==> config.mk <==
export PLATFORM = sky130hd
export DESIGN_NAME = adder_tree_pipe
export DESIGN_NICKNAME = d
export VERILOG_FILES = /design/src/rtl/adder_tree_pipe.sv
export SDC_FILE = /design/constraint.sdc
export NUM_CORES = 1
export LEC_CHECK = 0
export ABC_AREA = 1
export CORE_MARGIN = 3
export CORE_UTILIZATION = 26
export CTS_BUF_LIST = sky130_fd_sc_hd__clkbuf_8
export CTS_CLUSTER_DIAMETER = 50
export DETAILED_ROUTE_END_ITERATION = 16
export MAX_ROUTING_LAYER = met4
export PLACE_DENSITY = 0.51
export RECOVER_POWER = 25
export SYNTH_ARGS = -nofsm -noshare
export SYNTH_HDL_FRONTEND = slang
export SYNTH_SLANG_ARGS = --single-unit
==> constraint.sdc <==
create_clock -name fast_clk -period 3.9 [get_ports fast_clk]
set_input_delay 0.585 -clock fast_clk [delete_from_list [all_inputs] [get_ports fast_clk]]
set_output_delay 0.585 -clock fast_clk [all_outputs]
set_load 0.1 [all_outputs]
==> src/rtl/adder_tree_pipe.sv <==
// adder_tree_pipe
// Pipelined signed adder tree that reduces NUM_IN operands per beat to one sum,
// followed by a saturating packet accumulator with a registered result stage.
// An input capture stage plus clog2(NUM_IN) adder levels feed the accumulator,
// giving clog2(NUM_IN)+1 cycles from an accepted last beat to out_valid.
// The whole pipeline stalls as one unit whenever a pending result is not taken.

module adder_tree_pipe #(
    parameter int FEATURE_WIDTH = 16,
    parameter int NUM_IN        = 9,
    parameter int OUT_WIDTH     = 32,
    parameter int CNT_WIDTH     = 8
) (
    input  logic                            fast_clk,
    input  logic                            rst_n,
    input  logic                            in_valid,
    output logic                            in_ready,
    input  logic [NUM_IN*FEATURE_WIDTH-1:0] in_data,
    input  logic                            in_acc,
    input  logic                            in_last,
    output logic                            out_valid,
    input  logic                            out_ready,
    output logic signed [OUT_WIDTH-1:0]     out_data,
    output logic                            out_sat,
    output logic [CNT_WIDTH-1:0]            out_beats
);

    localparam int LVLS = $clog2(NUM_IN);

    // Number of live nodes at tree level k (level 0 is the captured operand row).
    function automatic int lvl_cnt(input int k);
        return (NUM_IN + (1 << k) - 1) >> k;
    endfunction

    // Start index of tree level k inside the flat node array.
    function automatic int lvl_off(input int k);
        int o;
        o = 0;
        for (int i = 0; i < k; i++) begin
            o += lvl_cnt(i);
        end
        return o;
    endfunction

    localparam int NODES = lvl_off(LVLS + 1);
    localparam int TAIL  = lvl_off(LVLS);

    localparam logic signed [OUT_WIDTH-1:0] ACC_MAX = {1'b0, {(OUT_WIDTH-1){1'b1}}};
    localparam logic signed [OUT_WIDTH-1:0] ACC_MIN = {1'b1, {(OUT_WIDTH-1){1'b0}}};
    localparam logic [CNT_WIDTH-1:0]        CNT_ONE = CNT_WIDTH'(1);

    // Widen one operand to the tree width; OUT_WIDTH covers all growth, so the
    // tree itself can never overflow.
    function automatic logic signed [OUT_WIDTH-1:0] sext(input logic [FEATURE_WIDTH-1:0] v);
        return {{(OUT_WIDTH-FEATURE_WIDTH){v[FEATURE_WIDTH-1]}}, v};
    endfunction

    // Signed add clamped to the OUT_WIDTH range; MSB of the result flags a clamp.
    function automatic logic [OUT_WIDTH:0] sat_add(input logic signed [OUT_WIDTH-1:0] a,
                                                   input logic signed [OUT_WIDTH-1:0] b);
        logic [OUT_WIDTH:0] s;
        s = {a[OUT_WIDTH-1], a} + {b[OUT_WIDTH-1], b};
        if (s[OUT_WIDTH] != s[OUT_WIDTH-1]) begin
            return {1'b1, (s[OUT_WIDTH] ? ACC_MIN : ACC_MAX)};
        end
        return {1'b0, s[OUT_WIDTH-1:0]};
    endfunction

    // Tree node storage, all levels packed back to back; the last node is the tail sum.
    logic signed [OUT_WIDTH-1:0] r_node [NODES];
    logic signed [OUT_WIDTH-1:0] w_node [NODES];

    // Tags travelling with the tree data; bit k belongs to tree level k.
    logic [LVLS:0] r_vld;
    logic [LVLS:0] r_acc;
    logic [LVLS:0] r_last;

    // Accumulator state for the packet currently being summed.
    logic signed [OUT_WIDTH-1:0] r_accum;
    logic                        r_sat;
    logic [CNT_WIDTH-1:0]        r_cnt;
    logic                        r_in_pkt;

    // Registered result presented downstream.
    logic signed [OUT_WIDTH-1:0] r_out_data;
    logic                        r_out_sat;
    logic [CNT_WIDTH-1:0]        r_out_beats;
    logic                        r_out_valid;

    logic                        w_adv;
    logic                        w_fire;
    logic                        w_start;
    logic                        w_clamp;
    logic                        w_sat_nxt;
    logic signed [OUT_WIDTH-1:0] w_base;
    logic signed [OUT_WIDTH-1:0] w_sum;
    logic [CNT_WIDTH-1:0]        w_cnt_nxt;

    // Everything moves only when no result is stuck waiting downstream.
    assign w_adv    = !r_out_valid || out_ready;
    assign in_ready = rst_n && w_adv;
    assign w_fire   = w_adv && r_vld[LVLS];

    assign out_valid = r_out_valid;
    assign out_data  = r_out_data;
    assign out_sat   = r_out_sat;
    assign out_beats = r_out_beats;

    // Next value of every tree node: capture operands, then pairwise sums with
    // an odd leftover forwarded unchanged to the next level.
    always_comb begin
        w_node = r_node;
        for (int i = 0; i < NUM_IN; i++) begin
            w_node[i] = sext(in_data[i*FEATURE_WIDTH +: FEATURE_WIDTH]);
        end
        for (int k = 1; k <= LVLS; k++) begin
            for (int j = 0; j < lvl_cnt(k); j++) begin
                if (2*j + 1 < lvl_cnt(k-1)) begin
                    w_node[lvl_off(k) + j] = r_node[lvl_off(k-1) + 2*j]
                                           + r_node[lvl_off(k-1) + 2*j + 1];
                end else begin
                    w_node[lvl_off(k) + j] = r_node[lvl_off(k-1) + 2*j];
                end
            end
        end
    end

    // Tree data registers, frozen while the output is back-pressured.
    always_ff @(posedge fast_clk or negedge rst_n) begin
        if (!rst_n) begin
            for (int n = 0; n < NODES; n++) begin
                r_node[n] <= '0;
            end
        end else if (w_adv) begin
            r_node <= w_node;
        end
    end

    // Valid/acc/last tags shift in lockstep with the tree data.
    always_ff @(posedge fast_clk or negedge rst_n) begin
        if (!rst_n) begin
            r_vld  <= '0;
            r_acc  <= '0;
            r_last <= '0;
        end else if (w_adv) begin
            r_vld  <= {r_vld[LVLS-1:0],  in_valid};
            r_acc  <= {r_acc[LVLS-1:0],  in_acc};
            r_last <= {r_last[LVLS-1:0], in_last};
        end
    end

    // Accumulator next state; a beat opens a new packet when its acc tag is 0
    // or when no packet is open (after reset or after a last beat).
    always_comb begin
        w_start   = !r_acc[LVLS] || !r_in_pkt;
        w_base    = w_start ? '0 : r_accum;
        {w_clamp, w_sum} = sat_add(w_base, r_node[TAIL]);
        w_sat_nxt = (!w_start && r_sat) || w_clamp;
        if (w_start) begin
            w_cnt_nxt = CNT_ONE;
        end else if (&r_cnt) begin
            w_cnt_nxt = r_cnt;
        end else begin
            w_cnt_nxt = r_cnt + CNT_ONE;
        end
    end

    // Accumulator, sticky clamp flag and beat counter update on each tail beat.
    always_ff @(posedge fast_clk or negedge rst_n) begin
        if (!rst_n) begin
            r_accum  <= '0;
            r_sat    <= 1'b0;
            r_cnt    <= '0;
            r_in_pkt <= 1'b0;
        end else if (w_fire) begin
            r_accum  <= w_sum;
            r_sat    <= w_sat_nxt;
            r_cnt    <= w_cnt_nxt;
            r_in_pkt <= !r_last[LVLS];
        end
    end

    // Result register: loads on a last tail beat, otherwise drops valid once taken.
    always_ff @(posedge fast_clk or negedge rst_n) begin
        if (!rst_n) begin
            r_out_data  <= '0;
            r_out_sat   <= 1'b0;
            r_out_beats <= '0;
            r_out_valid <= 1'b0;
        end else if (w_fire && r_last[LVLS]) begin
            r_out_data  <= w_sum;
            r_out_sat   <= w_sat_nxt;
            r_out_beats <= w_cnt_nxt;
            r_out_valid <= 1'b1;
        end else if (out_ready) begin
            r_out_valid <= 1'b0;
        end
    end

endmodule

==> key figures, run 1 <==
Run status
  • Status: complete, but fails checks
  • Failing checks: max-capacitance violations, max-slew violations

Synth
  • Synth Cell Area: roughly 29,000 um2
  • Async SR Flop Fraction: 100.0%
  • Synth Flop Type: dfrtp_1
  • Yosys reg bits: between 400 and 500
  • Synth top area share: about 41%
  • EDFF count, synth: 0
  • Mapped Cells: around 4,000
  • Ranking of synthesized cells by area: dfrtp_1 41%, nand2_1 21%, ha_1 8.3%, inv_1 4.5%, o21ai_0 4.5%
  • Syn avg cell area: 7.255 um2
  • Syn_nets: 4,403
  • Synth unique cells: 38
  • Post-synth top area cell: dfrtp_1
  • Post-synthesis sequential area ratio: 41.48%
  • Total of warnings raised by yosys: 0

Pwr
  • Clk pwr share: ~14%
  • Peak supply drop: 0.0003959 V
  • Tot Pwr: 35,400 uW
  • Switching Fraction: ~50%
  • Leak: 0.01769 uW
  • Cell internal pwr: 17,510 uW
  • Net Switching: 17,880 uW
  • Power Density: roughly 1000 nW/um2
  • Register share of total power: between 20% and 30%
  • Part of the power in combinational logic: 61.4%

Worst setup path
  • CP arrival: 4.06 ns
  • WP data required: 4.48 ns
  • Worst-path fanout max: 12
  • Worst-path cell chain: nand2_4 -> buf_4 -> nor2_1 -> ha_1 -> nand2_1 -> nand2_1 -> nand2_1 -> nand2_1 -> a21oi_1 -> o21ai_0 -> buf_4 -> nand3_1 -> nand3_1 -> nand2_1 -> inv_1 -> ha_1 -> clkinv_1 -> buf_4 -> nand3_1 -> nand2_4 -> nand2_1 -> nand2_1
  • Reg-to-reg slack, setup: roughly 0.42 ns
  • CP dominant cell by count: nand2_1
  • CP Capture Type: flop
  • Reg2reg end: r_accum[24]
  • Crit Path Category: reg2reg
  • R2R Path Start: r_acc[4]
  • Critical path's slowest cell: dfrtp_1
  • Delay of the slowest cell on the worst path: 0.40 ns
  • Crit path launch type: flop
  • Reg2Reg Depth: 22

Global routing
  • GR Overflow Total: 0
  • First-pass GRT wire length: 137,900 um
  • Pin count of the biggest net entering global routing: roughly 160
  • Initial antenna violation count: 1
  • Vias in the first global route: 25,990
  • GRT Util Overall: 14.85%

Route
  • Iteration-0 DRC Markers: 1,266
  • Drt wl/cell: roughly 14 um
  • Post-route ant nets: 0
  • Routed wire length: between 80,000 and 90,000 um
  • Via density: 4.425
  • Drt drc: 0
  • Vias: between 20,000 and 30,000
  • Drt first pass iters: 5

Floorplanning
  • Row cnt: 122
  • Die Height: 342.1 um
  • Initial Util: 26.36%
  • IO Pins: 193
  • Placeable Area: ~110,000 um2
  • Horiz. Die Dim: 342.1 um
  • Die Area: 117,100 um2

Clocking
  • CTS H-tree depth: 3
  • Number of buffers added for setup after CTS: 0
  • Max clock buf depth: 3
  • CTS tree: yes
  • Root buf cell: clkbuf_8
  • CTS Buf Count: 92
  • Clock Latency Late Sink: 0.73 ns
  • Reg clk slew, reported paths: 0.06 ns
  • Clk sinks: roughly 490

Layout
  • Syn-to-layout area delta: 19.16%
  • Fin nets: roughly 4,600
  • Design Area, Final: 35,000 um2
  • Most frequent cells in the layout: 1,673 x nand2_1, 487 x dfrtp_1, 380 x inv_1, 264 x o21ai_0, 232 x nor2_1
  • Share of layout cells above drive strength 1: 5.808%
  • Reg area: 12,190 um2
  • Commonest non-fill, non-tap cell in the layout: nand2_1
  • Filler Cell Count: around 12,000
  • Multi-input gate area: around 15,000 um2

STA
  • Setup TNS: 0 ns
  • Final Max Slew Viols: 253
  • Layout Skew: 0.03974 ns
  • Max Freq: 0.2871 GHz
  • Crit path time final: approximately 3.5 ns
  • Worst-margin pin slew: 1.824 ns
  • Rel. slew slack: -21.62%
  • Fin. Hold Viols: 0
  • Final setup fails: 0
  • Worst Hold Slack: around 0.33 ns
  • RSZ-0062 raised after global routing: no
  • Tcrit/Tclk final: 89.31%

Run
  • Max_cap viols: 3

Placement
  • PortBufs: 192
  • Post-DP HPWL: between 60,000 and 70,000 um
  • Placer Congestion: 0.9130
  • Cell Area, Placed: around 33,000 um2

Hold path
  • Hold Path Class: in2async
## repair_timing
item,4_1_cts,5_1_grt
hold endpoints to repair,16,0
hold buffers,1,0
gates resized for setup,0,3
setup endpoints to repair,0,64
## metal layers
layer	up-vias	wire, um	global-route usage, %
met5	-	0	-
met4	0	2129	3.935
met3	149	3033	2.445
met2	416	38870	24.21
met1	11780	39840	19.12
li1	13450	-	-
## through the flow
step	setup slack, ns	utilization [%]	instances
global placement	0.2140	29.81	5669
global route	0.04122	31.41	5828
floorplan	0.4971	-	4049
CTS	0.1054	31.43	5827
finish	0.4168	31.41	5828
detailed placement	0.1306	29.81	5669
## power groups by stage
| stage | Sequential (uW) | Combinational, uW | Clock, uW |
|---|---|---|---|
| detailed placement | 8830 | 21900 | 0 |
| finish | 8740 | 21700 | 4930 |
| global placement | 8830 | 21800 | 0 |
| floorplan | 9440 | 14900 | 0 |
| CTS | 8790 | 22000 | 5160 |
| global route | 9010 | 25000 | 5390 |
## worst max path at each step
stage | startpoint | endpoint | slack, ns
after CTS | r_acc[4] | r_accum[24] | 0.11
after global routing | r_acc[4] | r_accum[28] | 0.04
after detailed placement | r_acc[4] | r_accum[24] | 0.13
after global placement | r_acc[4] | out_data[27] | 0.21
after floorplan | r_acc[4] | out_data[24] | 0.50
final | r_acc[4] | r_accum[24] | 0.42
## cells by family after synthesis
group,synth area share (%)
simple gates,31.19
compound gates,10.07
flops,41.48
buf+inv,6.218
fa+ha+maj,8.919
xor+xnor,2.117
## registers in the layout, summed over array words and instances, names as in the netlist
register / count
out_sat: 1
r_node: 388
r_sat: 1
out_beats: 8
r_last: 5
r_accum: 32
out_valid: 1
r_cnt: 8
r_vld: 5
out_data: 32
r_acc: 5
r_in_pkt: 1
## worst max-delay path: cells and delay by family, from the launching register on
kind / cells / cell delay, ns
DFF: 1 / 0.40
buffers and inverters: 5 / 0.74
and+or+nand+nor: 13 / 1.12
AOI/OAI and AO/OA: 2 / 0.38
adders and majority gates: 2 / 0.69
## synth_stat cells (18+ instances only)
cell type	n
ha_1	195
a31oi_1	26
dfrtp_1	487
inv_1	352
o21ai_0	264
nand4_1	18
nand3_1	206
buf_2	40
clkbuf_1	63
nand3b_1	21
nor2_1	233
xor2_1	24
or2_2	23
a21oi_1	219
nand2_2	29
nor3_1	29
xnor2_1	47
nand2_1	1674
## area by class of cell
| cell class | count | share of cell area, % |
|---|---|---|
| Antenna cell | 1 | 0.007149 |
| Clock buffer | 105 | 4.128 |
| Clock inverter | 52 | 0.9937 |
| Inverter | 355 | 3.828 |
| Multi-Input combinational cell | 3097 | 43.92 |
| Sequential cell | 487 | 34.81 |
| Tap cell | 1488 | 5.319 |
| Timing Repair Buffer | 243 | 6.991 |
Note: power is estimated with default switching activity, not from simulation.
==> run 2: changes to the inputs <==
--- a/config.mk
+++ b/config.mk
@@ -11,7 +11,6 @@
 export CTS_BUF_LIST = sky130_fd_sc_hd__clkbuf_8
 export CTS_CLUSTER_DIAMETER = 50
 export DETAILED_ROUTE_END_ITERATION = 16
-export MAX_ROUTING_LAYER = met4
 export PLACE_DENSITY = 0.51
 export RECOVER_POWER = 25
 export SYNTH_ARGS = -nofsm -noshare
==> run 2 against run 1 <==
The run still ends with max-capacitance violations, max-slew violations left. Highest routed layer unchanged. Design area grew 0.18%. Hold slack gained 0.021 ns. Sequential power is essentially flat. Final cell count grew 0.19%. Setup slack lost 0.057 ns. Critical path depth shrank 2. Flip-flop and latch count is the same. Non-clock buffer count shrank 2. Clock power grew 4%.
==> key figures, run 2 (synthesis gave the netlist of run 1 again) <==
Run status
  • Status: complete, but fails checks
  • Failing checks: max-capacitance violations, max-slew violations

Layout
  • Fin cells: 5,839
  • Max FFs per register: around 390
  • Syn-to-layout area delta: 19.37%
  • Share of layout cells above drive strength 1: 6.049%
  • Fin nets: ~4,600
  • Most frequent cells in the layout: 1,673 x nand2_1, 487 x dfrtp_1, 379 x inv_1, 264 x o21ai_0, 232 x nor2_1
  • Design Area, Final: between 30,000 and 40,000 um2
  • Commonest non-fill, non-tap cell in the layout: nand2_1
  • Final core utilization: 31.47%
  • Reg with most FFs: r_node

Clocking
  • CTS tree: yes
  • Clock Latency Late Sink: approximately 0.73 ns
  • Clk sinks: between 400 and 500
  • Max clock buf depth: 3
  • CTS Buf Count: between 90 and 100
  • Reg clk slew, reported paths: roughly 0.06 ns
  • Number of buffers added for setup after CTS: 0
  • Root buf cell: clkbuf_8
  • CTS H-tree depth: 3

Hold path
  • Hold Path Class: in2async

Worst setup path
  • Reg-to-reg slack, setup: 0.36 ns
  • CP Capture Type: flop
  • CP delay by family, top: simple AND/OR/NAND/NOR gates
  • Reg2reg end: r_accum[1]
  • Delay of the slowest cell on the worst path: 0.39 ns
  • Critical path's slowest cell: dfrtp_1
  • Crit Path Category: reg2reg
  • CP arrival: 4.16 ns
  • CP Buf/Inv Count: 4
  • R2R Path Start: r_acc[4]
  • Critical Path Sink: r_accum[1]
  • Worst-path fanout max: 13
  • CP dominant cell by count: nand2_1
  • Crit path launch type: flop
  • Worst-path cell chain: nand2_2 -> buf_4 -> nor2_1 -> ha_1 -> nand2_1 -> nor2_1 -> a21oi_2 -> o21ai_0 -> buf_4 -> nand3_1 -> nand2_1 -> nand2_1 -> nand2_1 -> inv_1 -> ha_1 -> buf_4 -> or2_2 -> nand2_2 -> nand2_1 -> nand2_1
  • Reg2Reg Depth: 20
  • CP Depth: 20
  • Worst setup path startpoint: r_acc[4]
  • WP data required: 4.52 ns

STA
  • Final Max Slew Viols: roughly 350
  • Worst-margin pin slew: roughly 2.0 ns
  • Max Freq: 0.2825 GHz
  • Final setup fails: 0
  • Crit path time final: approximately 3.5 ns
  • Worst Setup Slack, final: 0.3599 ns
  • Rel. slew slack: -32.18%
  • Layout Skew: 0.05430 ns
  • Tcrit/Tclk final: 90.77%
  • Fin. Hold Viols: 0

Route
  • Drt first pass iters: 7
  • Drt wl/cell: 14.35 um
  • Iteration-0 DRC Markers: ~1,300
  • Vias: 25,740
  • Via density: 4.408
  • Drt drc: 0
  • Routed wire length: 83,760 um
  • Post-route ant nets: 0

Pwr
  • Power Density: 1013 nW/um2
  • Leak: approximately 0.018 uW
  • Peak supply drop: 0.0005290 V

Placement
  • Dpl cells: 5,667
  • Pre-CTS WS: 0.1360 ns
  • PortBufs: ~190
  • Placer Congestion: 0.8853
  • Cell Area, Placed: approximately 33,000 um2
  • Post-DP HPWL: 63,010 um

Floorplanning
  • Initial Util: a little over a quarter
  • Horiz. Die Dim: 342.1 um
  • Die Height: 342.1 um
  • Placeable Area: between 100,000 and 150,000 um2
  • Row cnt: 122
  • IO Pins: 193
  • Die Area: 117,100 um2

Global routing
  • Initial antenna violation count: 2
  • GR Overflow Total: 0
  • Vias in the first global route: 26,210
  • First-pass GRT wire length: ~140,000 um
  • GRT Util Overall: between 10% and 20%
  • Pin count of the biggest net entering global routing: 174

Run
  • Max_cap viols: 3
-- run 2: cell count changes in the layout (fill, tap and decap cells not counted), moves of 2 or more --
| cell | before | now |
|---|---|---|
| clkinv_2 | 9 | 15 |
| clkbuf_2 | 0 | 2 |
| diode_2 | 1 | 3 |
| buf_12 | 11 | 9 |
| clkinvlp_4 | 4 | 8 |
| clkbuf_8 | 105 | 109 |
| inv_6 | 3 | 0 |
| buf_4 | 38 | 35 |
-- run 2: repair_timing --
| item | CTS | global route |
|---|---|---|
| gates resized for setup | 0 | 4 |
| setup endpoints to repair | 0 | 64 |
| hold endpoints to repair | 30 | 0 |
| hold buffers | 1 | 0 |
-- run 2: area by class of cell --
type	instances	area [um2]
fill	12340	76370
multi-input combinational	3097	15370
sequential	487	12190
timing repair buffer	241	2406
tap	1488	1862
clock buffer	109	1500
inverter	355	1340
clock inverter	59	391.6
antenna	3	7.507
-- run 2: worst min path at each step --
stage / endpoint / from / depth (start not counted) / slack [ns]
6_report: r_node[203] / rst_n / 2 / 0.35
5_1_grt: r_node[203] / rst_n / 2 / 0.32
4_1_cts: r_node[620] / in_data[12] / 3 / 0.29
3_5_place_dp: r_node[36] / r_node[100] / 2 / 0.46
3_3_place_gp: r_last[2] / r_last[1] / 2 / 0.45
2_1_floorplan: out_beats[0] / rst_n / 0 / 0.29
-- run 2: per-stage QoR --
step                power (uW)  hold slack [ns]  setup TNS [ns]
finish                   35510           0.3480               0
global route             39470           0.3198       -0.002394
CTS                      36090           0.2934               0
detailed placement       30690           0.4577               0
global placement         30560           0.4497               0
floorplan                24360           0.2894               0
-- run 2: layer usage --
layer	track usage (%)	routed length (um)	vias to the layer above
li1	-	-	13480
met1	19.08	40120	11710
met2	23.90	38310	411
met3	2.395	2894	144
met4	4.518	2438	0
met5	0	0	-
-- run 2: power breakdown --
| group | internal [uW] | switching (uW) | leakage [uW] |
|---|---|---|---|
| clock network | 2770 | 2360 | 0.00106 |
| logic | 7550 | 14100 | 0.0108 |
| registers | 7290 | 1450 | 0.00583 |
| total | 17600 | 17900 | 0.0177 |
==> run 3: changes to the inputs <==
--- a/config.mk
+++ b/config.mk
@@ -11,7 +11,6 @@
 export CTS_BUF_LIST = sky130_fd_sc_hd__clkbuf_8
 export CTS_CLUSTER_DIAMETER = 50
 export DETAILED_ROUTE_END_ITERATION = 16
-export PLACE_DENSITY = 0.51
 export RECOVER_POWER = 25
 export SYNTH_ARGS = -nofsm -noshare
 export SYNTH_HDL_FRONTEND = slang
==> run 3 against run 2 <==
The run still ends with max-capacitance violations, max-slew violations left. Clock skew rose by 0.0056 ns. Final cell count fell by 0.38%. Setup slack got worse by 0.051 ns. Design area fell by 0.33%. First-iteration DRC count rose by 5.0%. Sequential share of layout area rose by 0.11 points. Via count barely moved. Combinational power barely moved. Fmax fell by 1.4%. Die area did not move. Largest power group unchanged. Highest routed layer unchanged.
==> key figures, run 3 (synthesis gave the netlist of run 1 again) <==
Run status
  • Status: complete, but fails checks
  • Failing checks: max-capacitance violations, max-slew violations

Placement
  • Pre-CTS WS: -0.1312 ns
  • Placer Congestion: 0.8781
  • Dpl cells: approximately 5,600
  • Post-DP HPWL: 60,600 um
  • PortBufs: 192

Layout
  • Multi-input gate area: around 15,000 um2
  • Commonest non-fill, non-tap cell in the layout: nand2_1
  • Reg area: 12,190 um2
  • Syn-to-layout area delta: 18.97%
  • Fin nets: between 4,000 and 5,000
  • Share of layout cells above drive strength 1: around 5.6%
  • Most frequent cells in the layout: 1,673 x nand2_1, 487 x dfrtp_1, 381 x inv_1, 263 x o21ai_0, 231 x nor2_1
  • Max FFs per register: 388
  • Fin cells: 5,817
  • Reg with most FFs: r_node
  • Filler Cell Count: 12,180

STA
  • Tcrit/Tclk final: 92.09%
  • Max Freq: 0.2784 GHz
  • Worst-margin pin slew: 2.653 ns
  • Worst Setup Slack, final: between 0.3 and 0.4 ns
  • Final setup fails: 0
  • Layout Skew: around 0.06 ns
  • Setup TNS: 0 ns
  • Final Max Slew Viols: 396
  • Rel. slew slack: -76.90%
  • Fin. Hold Viols: 0
  • RSZ-0062 raised after global routing: no
  • Crit path time final: 3.591 ns

Route
  • Vias: around 26,000
  • Drt drc: 0
  • Drt wl/cell: 13.77 um
  • Drt first pass iters: 5
  • Post-route ant nets: 0
  • Via density: 4.421
  • Routed wire length: ~80,000 um
  • Iteration-0 DRC Markers: 1,312

Floorplanning
  • Initial Util: 26.36%
  • Horiz. Die Dim: 342.1 um
  • Row cnt: 122
  • Die Height: roughly 340 um
  • Die Area: 117,100 um2
  • IO Pins: between 150 and 200
  • Placeable Area: 111,400 um2

Clocking
  • CTS tree: yes
  • CTS Buf Count: 90
  • Max clock buf depth: 3
  • CTS H-tree depth: 3
  • Reg clk slew, reported paths: approximately 0.06 ns
  • Root buf cell: clkbuf_8
  • Clock Latency Late Sink: 0.73 ns
  • Clk sinks: about 500

Pwr
  • Part of the power in combinational logic: around three fifths
  • Net Switching: about 18,000 uW
  • Clk pwr share: between 10% and 20%
  • Register share of total power: 24.9%
  • Power Density: ~1000 nW/um2
  • Peak supply drop: 0.0004624 V
  • Switching Fraction: around half
  • Leak: 0.01764 uW
  • Cell internal pwr: 17,450 uW

Global routing
  • GR Overflow Total: 0
  • Vias in the first global route: 25,560
  • Pin count of the biggest net entering global routing: approximately 150
  • GRT Util Overall: 13.71%
  • Initial antenna violation count: 1
  • First-pass GRT wire length: 132,100 um

Worst setup path
  • CP Capture Type: flop
  • Crit Path Category: reg2reg
  • CP arrival: 4.23 ns
  • Worst-path fanout max: 17
  • Crit path launch type: flop
  • WP data required: 4.54 ns

Run
  • Max_cap viols: 3

Hold path
  • Hold Path Class: in2async
run 3: timing repair:
action                                  in CTS  in global routing
endpoints found under the hold margin       37                  0
hold buffers                                 1                  0
endpoints found under the setup margin      38                 64
cloned                                       0                  1
resized for setup                            1                  8
pin swaps                                    0                  2
buffers inserted                             0                  4
run 3: cell type report:
class	instances	area share, %
Antenna cell	1	0.007160
Clock buffer	107	4.213
Clock inverter	57	1.163
Inverter	355	3.841
Multi-Input combinational cell	3097	44.03
Sequential cell	487	34.87
Tap cell	1488	5.327
Timing Repair Buffer	225	6.555
run 3: critical path, cell delays in order (launching register included):
cell	delay (ns)
dfrtp_1	0.37
nand2_2	0.13
clkbuf_16	0.22
nor2_1	0.10
ha_2	0.22
inv_1	0.06
fa_1	0.36
inv_1	0.15
nand2_1	0.07
nand2_1	0.09
nand3_1	0.09
nand2_2	0.11
nand2_2	0.05
nand2_2	0.09
nand2_2	0.07
nand3_2	0.09
nand2_1	0.08
ha_1	0.35
buf_6	0.20
nand3_4	0.17
buf_12	0.20
nand2_2	0.07
nand2_1	0.06
nand2_1	0.07
run 3: path summary, 6_finish.rpt:
check	from	depth (start not counted)	slack, ns	endpoint
max	r_acc[4]	23	0.31	out_data[10]
min	rst_n	2	0.35	r_node[583]
max reg2reg	r_acc[4]	23	0.31	out_data[10]
min reg2reg	r_acc[3]	2	0.45	r_acc[4]
max in group asynchronous	rst_n	3	0.65	r_node[201]
min in group fast_clk	in_data[120]	3	0.39	r_node[392]
run 3: metrics by stage:
stage	hold WS [ns]	util, %	area (um2)	total power [uW]
after global placement	0.4535	29.63	33010	29950
after global routing	0.3029	31.37	34950	39090
after floorplan	0.2894	-	29380	24360
after CTS	0.2826	31.32	34900	35440
after detailed placement	0.4558	29.63	33010	30130
final	0.3469	31.37	34950	35200
run 3: layer usage:
| layer | track usage (%) | vias to the layer above | wire, um |
|---|---|---|---|
| li1 | - | 13430 | - |
| met1 | 18.65 | 11730 | 38450 |
| met4 | 3.666 | 0 | 1842 |
| met5 | 0 | - | 0 |
| met2 | 22.72 | 428 | 36810 |
| met3 | 2.002 | 128 | 3002 |
run 3: power groups by stage:
stage	combinational (uW)	sequential, uW	clock, uW
global route	24500	9040	5510
detailed placement	21300	8870	0
finish	21400	8780	5060
global placement	21100	8840	0
CTS	21400	8810	5260
floorplan	14900	9440	0
